### config.mk
export PLATFORM = sky130hd
export DESIGN_NAME = brick_field_ctrl
export DESIGN_NICKNAME = d
export VERILOG_FILES = /design/src/rtl/brick_pkg.sv /design/src/rtl/brick_lfsr.sv /design/src/rtl/brick_field_ctrl.sv
export SDC_FILE = /design/constraint.sdc
export NUM_CORES = 1
export LEC_CHECK = 0
export BUFFER_PORTS_ARGS = -buffer_cell sky130_fd_sc_hd__buf_2
export CELL_PAD_IN_SITES_DETAIL_PLACEMENT = 1
export CELL_PAD_IN_SITES_GLOBAL_PLACEMENT = 2
export CORE_MARGIN = 4
export CORE_UTILIZATION = 40
export CTS_CLUSTER_DIAMETER = 40
export DETAILED_ROUTE_END_ITERATION = 10
export GPL_TIMING_DRIVEN = 0
export PLACE_DENSITY_LB_ADDON = 0.3
export SYNTH_ARGS = -nofsm -noshare
export SYNTH_HDL_FRONTEND = slang
export SYNTH_HIERARCHICAL = 1
export SYNTH_SLANG_ARGS = --single-unit
### constraint.sdc
create_clock -name clk -period 10.94 [get_ports clk]
set_input_delay 2.188 -clock clk [delete_from_list [all_inputs] [get_ports clk]]
set_output_delay 2.188 -clock clk [all_outputs]
set_load 0.02 [all_outputs]
### src/rtl/brick_pkg.sv
// Shared types, default playfield geometry and the brick/ball overlap test
// for the falling-brick scheduler.
package brick_pkg;

  localparam int PKG_COORD_W = 10;
  localparam int LFSR_W      = 10;
  localparam logic [LFSR_W-1:0] LFSR_SEED = 10'h001;

  localparam int DEF_BRICK_W = 57;
  localparam int DEF_BRICK_H = 19;
  localparam int DEF_BALL_SZ = 20;
  localparam int DEF_FLOOR_Y = 458;
  localparam int DEF_X_MAX   = 583;

  typedef enum logic [2:0] {
    ST_IDLE, ST_CLEAR, ST_WAIT, ST_SCAN, ST_MOVE, ST_SPAWN, ST_OVER
  } state_t;

  typedef struct packed {
    logic                   valid;
    logic [PKG_COORD_W-1:0] x;
    logic [PKG_COORD_W-1:0] y;
  } slot_t;

  localparam int EXT_W = PKG_COORD_W + 1;

  // Sums are widened by one bit so boxes near the coordinate limit never wrap.
  function automatic logic brick_overlap(
    input logic [PKG_COORD_W-1:0] x,
    input logic [PKG_COORD_W-1:0] y,
    input logic [PKG_COORD_W-1:0] bx,
    input logic [PKG_COORD_W-1:0] by,
    input int                     bw,
    input int                     bh,
    input int                     bs
  );
    logic [EXT_W-1:0] x_e, y_e, bx_e, by_e, x_r, y_b, bx_r, by_b;
    x_e  = {1'b0, x};
    y_e  = {1'b0, y};
    bx_e = {1'b0, bx};
    by_e = {1'b0, by};
    x_r  = x_e + EXT_W'(bw);
    y_b  = y_e + EXT_W'(bh);
    bx_r = bx_e + EXT_W'(bs);
    by_b = by_e + EXT_W'(bs);
    return (bx_e <= x_r) && (bx_r >= x_e) && (by_e <= y_b) && (by_b >= y_e);
  endfunction

endpackage

### src/rtl/brick_lfsr.sv
// Free-running 10-bit Fibonacci LFSR (x^10 + x^7 + 1) used for spawn columns.
module brick_lfsr
  import brick_pkg::*;
(
  input  logic              clk,
  input  logic              rst,
  output logic [LFSR_W-1:0] lfsr
);

  logic [LFSR_W-1:0] lfsr_reg;

  always_ff @(posedge clk or posedge rst) begin
    if (rst) lfsr_reg <= LFSR_SEED;
    else     lfsr_reg <= {lfsr_reg[LFSR_W-2:0], lfsr_reg[9] ^ lfsr_reg[6]};
  end

  assign lfsr = lfsr_reg;

endmodule

### src/rtl/brick_field_ctrl.sv
// Per-frame scheduler for the brick pool: collision scan, downward move and
// spawn, plus score and sticky game-over.
module brick_field_ctrl
  import brick_pkg::*;
#(
  parameter int NUM_SLOTS   = 8,
  parameter int COORD_W     = PKG_COORD_W,
  parameter int BRICK_W     = DEF_BRICK_W,
  parameter int BRICK_H     = DEF_BRICK_H,
  parameter int BALL_SZ     = DEF_BALL_SZ,
  parameter int FLOOR_Y     = DEF_FLOOR_Y,
  parameter int X_MAX       = DEF_X_MAX,
  parameter int SPAWN_TICKS = 16,
  parameter int FALL_TICKS  = 2
) (
  input  logic                         clk,
  input  logic                         rst,
  input  logic                         start,
  input  logic                         frame_tick,
  input  logic [COORD_W-1:0]           ball_x,
  input  logic [COORD_W-1:0]           ball_y,
  input  logic [$clog2(NUM_SLOTS)-1:0] rd_idx,
  output logic                         rd_valid,
  output logic [COORD_W-1:0]           rd_x,
  output logic [COORD_W-1:0]           rd_y,
  output logic                         hit,
  output logic [$clog2(NUM_SLOTS)-1:0] hit_idx,
  output logic [15:0]                  score,
  output logic                         game_over,
  output logic                         busy
);

  localparam int IDX_W   = $clog2(NUM_SLOTS);
  localparam int FALL_W  = $clog2(FALL_TICKS + 1);
  localparam int SPAWN_W = $clog2(SPAWN_TICKS + 1);

  state_t               state_reg, state_next;
  slot_t                slots_reg [NUM_SLOTS];
  slot_t                slots_next[NUM_SLOTS];
  logic [IDX_W-1:0]     idx_reg, idx_next;
  logic [COORD_W-1:0]   ball_x_reg, ball_x_next, ball_y_reg, ball_y_next;
  logic [FALL_W-1:0]    fall_cnt_reg, fall_cnt_next;
  logic [SPAWN_W-1:0]   spawn_cnt_reg, spawn_cnt_next;
  logic [15:0]          score_reg, score_next;
  logic                 game_over_reg, game_over_next;
  logic                 hit_reg, hit_next;
  logic [IDX_W-1:0]     hit_idx_reg, hit_idx_next;

  logic [LFSR_W-1:0]      lfsr;
  logic [PKG_COORD_W-1:0] spawn_x;
  logic [PKG_COORD_W-1:0] fall_y   [NUM_SLOTS];
  logic [NUM_SLOTS-1:0]   floor_hit;
  logic                   fall_now, scan_hit, free_found;
  logic [IDX_W-1:0]       free_idx;

  brick_lfsr u_lfsr (
    .clk  (clk),
    .rst  (rst),
    .lfsr (lfsr)
  );

  assign fall_now = (fall_cnt_reg == FALL_W'(FALL_TICKS - 1));
  assign spawn_x  = (lfsr < LFSR_W'(X_MAX)) ? lfsr : lfsr - LFSR_W'(X_MAX);
  assign scan_hit = slots_reg[idx_reg].valid &&
                    brick_overlap(slots_reg[idx_reg].x, slots_reg[idx_reg].y,
                                  ball_x_reg, ball_y_reg, BRICK_W, BRICK_H, BALL_SZ);

  // Post-move y and floor test per slot; only consumed in MOVE.
  genvar gi;
  generate
    for (gi = 0; gi < NUM_SLOTS; gi++) begin : g_slot
      assign fall_y[gi]    = slots_reg[gi].y +
                             {{(PKG_COORD_W-1){1'b0}}, fall_now & slots_reg[gi].valid};
      assign floor_hit[gi] = slots_reg[gi].valid && (fall_y[gi] >= PKG_COORD_W'(FLOOR_Y));
    end
  endgenerate

  // Downward search leaves the lowest free index selected.
  always_comb begin
    free_found = 1'b0;
    free_idx   = '0;
    for (int i = NUM_SLOTS - 1; i >= 0; i--) begin
      if (!slots_reg[i].valid) begin
        free_found = 1'b1;
        free_idx   = IDX_W'(i);
      end
    end
  end

  always_comb begin
    state_next     = state_reg;
    slots_next     = slots_reg;
    idx_next       = idx_reg;
    ball_x_next    = ball_x_reg;
    ball_y_next    = ball_y_reg;
    fall_cnt_next  = fall_cnt_reg;
    spawn_cnt_next = spawn_cnt_reg;
    score_next     = score_reg;
    game_over_next = game_over_reg;
    hit_next       = 1'b0;
    hit_idx_next   = hit_idx_reg;
    case (state_reg)
      ST_IDLE: if (start) state_next = ST_CLEAR;
      ST_CLEAR: begin
        for (int i = 0; i < NUM_SLOTS; i++) slots_next[i].valid = 1'b0;
        score_next     = '0;
        fall_cnt_next  = '0;
        spawn_cnt_next = '0;
        game_over_next = 1'b0;
        state_next     = ST_WAIT;
      end
      ST_WAIT: begin
        if (frame_tick) begin
          ball_x_next = ball_x;
          ball_y_next = ball_y;
          idx_next    = '0;
          state_next  = ST_SCAN;
        end
      end
      ST_SCAN: begin
        if (scan_hit) begin
          slots_next[idx_reg].valid = 1'b0;
          hit_next     = 1'b1;
          hit_idx_next = idx_reg;
          if (score_reg != 16'hFFFF) score_next = score_reg + 16'd1;
        end
        if (idx_reg == IDX_W'(NUM_SLOTS - 1)) state_next = ST_MOVE;
        else                                  idx_next   = idx_reg + 1'b1;
      end
      ST_MOVE: begin
        if (fall_now) begin
          for (int i = 0; i < NUM_SLOTS; i++) slots_next[i].y = fall_y[i];
          fall_cnt_next = '0;
        end else begin
          fall_cnt_next = fall_cnt_reg + 1'b1;
        end
        if (|floor_hit) begin
          game_over_next = 1'b1;
          state_next     = ST_OVER;
        end else begin
          state_next     = ST_SPAWN;
        end
      end
      ST_SPAWN: begin
        if (spawn_cnt_reg == SPAWN_W'(SPAWN_TICKS - 1)) begin
          spawn_cnt_next = '0;
          if (free_found) begin
            slots_next[free_idx].valid = 1'b1;
            slots_next[free_idx].x     = spawn_x;
            slots_next[free_idx].y     = '0;
          end
        end else begin
          spawn_cnt_next = spawn_cnt_reg + 1'b1;
        end
        state_next = ST_WAIT;
      end
      ST_OVER: if (start) state_next = ST_CLEAR;
      default: state_next = ST_IDLE;
    endcase
  end

  always_ff @(posedge clk or posedge rst) begin
    if (rst) begin
      state_reg     <= ST_IDLE;
      for (int i = 0; i < NUM_SLOTS; i++) slots_reg[i] <= '0;
      idx_reg       <= '0;
      ball_x_reg    <= '0;
      ball_y_reg    <= '0;
      fall_cnt_reg  <= '0;
      spawn_cnt_reg <= '0;
      score_reg     <= '0;
      game_over_reg <= 1'b0;
      hit_reg       <= 1'b0;
      hit_idx_reg   <= '0;
    end else begin
      state_reg     <= state_next;
      slots_reg     <= slots_next;
      idx_reg       <= idx_next;
      ball_x_reg    <= ball_x_next;
      ball_y_reg    <= ball_y_next;
      fall_cnt_reg  <= fall_cnt_next;
      spawn_cnt_reg <= spawn_cnt_next;
      score_reg     <= score_next;
      game_over_reg <= game_over_next;
      hit_reg       <= hit_next;
      hit_idx_reg   <= hit_idx_next;
    end
  end

  assign rd_valid  = slots_reg[rd_idx].valid;
  assign rd_x      = slots_reg[rd_idx].x;
  assign rd_y      = slots_reg[rd_idx].y;
  assign hit       = hit_reg;
  assign hit_idx   = hit_idx_reg;
  assign score     = score_reg;
  assign game_over = game_over_reg;
  assign busy      = (state_reg == ST_CLEAR) || (state_reg == ST_SCAN) ||
                     (state_reg == ST_MOVE)  || (state_reg == ST_SPAWN);

endmodule
==> out/metrics.cfg <==
[cells_and_area]
area_delta_synth_final_pct = 18.6
antenna_cells = 0
largest_register_ffs = 168
fill_cells = 4429
drive_above_1_share_pct = 17.3
nets = 1895

[synth]
synth_most_common_cell = dfrtp_1
syn_inst = 1679
syn_area_per_cell_sq_um = 9.35
synth_commonest_cells = dfrtp_1 (231), o21ai_0 (212), nand2_1 (201)
netlist_area_sq_um = 15700
netlist-cell-type-count = 84
ys_ff_latch = 232
synth_top_area_cell = dfrtp_1
synth_edf_count = 0
ys_seq_area_share_pct = 37.0
ys.warnings.count = 6
synth_top_area_share_pct = 36.8
syn_nets = 1773
synth_area_leaders = dfrtp_1 (37%), mux4_2 (8.6%), o21ai_0 (6.8%)
synthFlopType = dfrtp_1
async_reset_ff_share_pct = 100

[setup_path]
crit_arrival_ns = 4.91
cpMostUsedCell = clkbuf_1
reg2reg_to = hit_idx[1]
crit_fanout = 10
path_class = in2out
max_stage_delay_ns = 0.76
path_buf_inv = 4
r2r_slack_ns = 5.01
rr_startpoint = idx_reg[2]
path_cells = clkbuf_1 > clkbuf_1 > buf_1 > mux4_2 > mux2_2 > buf_2
critPathLaunchType = primary input
crit_family = buffers and inverters
critPathSlowestCell = buf_1
cp.required_ns = 8.75
reg2reg_depth = 20
cp-end-kind = primary output

[global_route]
grt_pass1_vias = 14800
grt_pass1_wl_um = 93200
grt_max_degree = 93
antenna_found_initial = 2
track_usage_pct = 28.9
overflow = 0

[run]
max_cap_violations = 0

[timing]
setup_viol = 0
hold-worst-slack_ns = 0.426
min_period_ns = 7.10
hold_viol = 0
fin_crit_sh_pct = 64.9
worstMarginPinSlew_ns = 1.35
relSlewSlack_pct = 9.88
fmax_mhz = 141
clock-skew-final_ns = 0.0261
drv_slew = 0
grt_setup_unrepaired = false

[placed_design]
hpwl_um = 43800
gp_congestion = 0.961
io_buffers = 67

[detailed_routing]
num_vias = 14600
wire_per_inst_um = 26.1
drt_iter0_drc = 1356
drc = 0
vias_per_cell = 6.18
wl_um = 61500
firstDrtPassIters = 7
detail-route-antenna-nets = 0

[clock_network]
htreeDepth = 2
cts_buffers = 50
cts_hold_buf = 0
clockBufferDepth = 3
cts_root_buf = clkbuf_16
cts_setup_buffers = 0
tritoncts = done
path_clk_slew_ns = 0.05
cts_resized = 0
clkSinkCount = 232
clock_latency_ns = 0.58

[floorplan]
die_w_um = 206
row_count = 72
start_util_pct = 40.5
coreArea_sq_um = 38700
dieArea_sq_um = 42500
dieHeight_um = 206
pin_count = 70

[power_and_ir_drop]
power_mw = 3.82
power_density_nw_per_um2 = 205
power.leakage_nw = 8.02
ir_drop_mv = 0.119

[status]
status = finished clean

[hold_path]
min_from = u_lfsr/lfsr[0]
hold_path_end = u_lfsr/lfsr[1]
min_delay_path_depth = 0
hold_path_class = reg2reg

-- placed cells by master (no fill, tap or decap), types with 10 or more instances in the layout --
cell type	n
a21o_1	17
a21oi_1	82
a22o_1	19
a31oi_1	24
and2_1	21
and3_1	39
and4_1	12
buf_2	82
bufinv_16	10
clkbuf_1	85
clkbuf_16	51
dfrtp_1	231
ha_1	67
inv_1	43
mux2_2	47
mux2i_1	28
mux4_2	60
nand2_1	201
nand2b_1	13
nand3_1	49
nand4_1	28
nor2_1	108
nor2b_1	16
nor3_1	23
o21ai_0	212
o22ai_1	11
o31ai_1	24
xnor2_1	32
xor2_1	15
-- worst reg2reg max path: stages (launching register included) --
cell and delay, ns:
dfrtp_1 0.35, buf_4 0.19, buf_2 0.36, buf_2 0.35, buf_1 0.69, mux4_2 0.35, nand2_1 0.05, nand2_1 0.25
inv_1 0.14, ha_1 0.30, o31ai_4 0.38, nand2_1 0.11, xnor2_1 0.15, ha_1 0.31, and3_1 0.16, nand3_1 0.10
o32a_1 0.34, o21ai_0 0.17, a31oi_4 0.11, nor4_4 0.56, mux2_1 0.38
-- kinds of logic after synthesis --
group	Yosys count	synth area share [%]
and+or+nand+nor	541	16.7
AOI/OAI and AO/OA	480	19.0
DFF	232	37.0
buffers and inverters	168	4.64
muxes	144	14.7
adders and majority gates	67	5.34
xor gates and xnor gates	47	2.62
-- layout make-up --
class | count | area (sq um) | share of cell area, %
inverter | 48 | 188 | 1.01
sequential | 232 | 5810 | 31.2
timing repair buffer | 70 | 398 | 2.14
tap | 518 | 648 | 3.48
clock buffer | 62 | 1400 | 7.51
buffer | 120 | 548 | 2.95
multi-input combinational | 1279 | 9160 | 49.2
clock inverter | 30 | 462 | 2.48
-- worst max path at each step --
stage,from,end,slack [ns],depth (start not counted)
2_1_floorplan,rst,ball_x_reg[0],2.67,1
3_3_place_gp,rst,ball_y_reg[1],-0.55,2
3_5_place_dp,rd_idx[0],rd_y[6],3.87,6
5_1_grt,rd_idx[1],rd_x[7],3.74,6
6_report,rd_idx[1],rd_x[7],3.84,6
4_1_cts,rd_idx[1],rd_x[7],3.84,6
-- power breakdown --
part / switching (mW) / total [mW] / internal, mW
registers: 0.0681 / 0.977 / 0.909
clock network: 0.535 / 1.68 / 1.14
logic: 0.732 / 1.17 / 0.437
-- metal layers --
layer,wire (um),track usage [%],part of all wire (%),up-vias
met1,27000,39.3,44,7464
met2,28400,45.7,46,534
met4,2220,11.0,3.6,0
li1,-,-,-,6453
met3,3950,5.66,6.4,127
met5,0,0,0,-
-- per-stage QoR --
step                      std cells  setup WS [ns]  cell area [sq um]  TNS [ns]  utilization [%]
after global routing           2359           3.74              18600         0             48.0
final                          2359           3.84              18600         0             48.0
after floorplan                1679           2.67              15700         0                -
after detailed placement       2266           3.87              16700         0             43.2
after global placement         2264         -0.555              16700   -116.08             43.1
after CTS                      2358           3.84              18600         0             48.0
No activity file was read; power rests on OpenSTA's default activity.
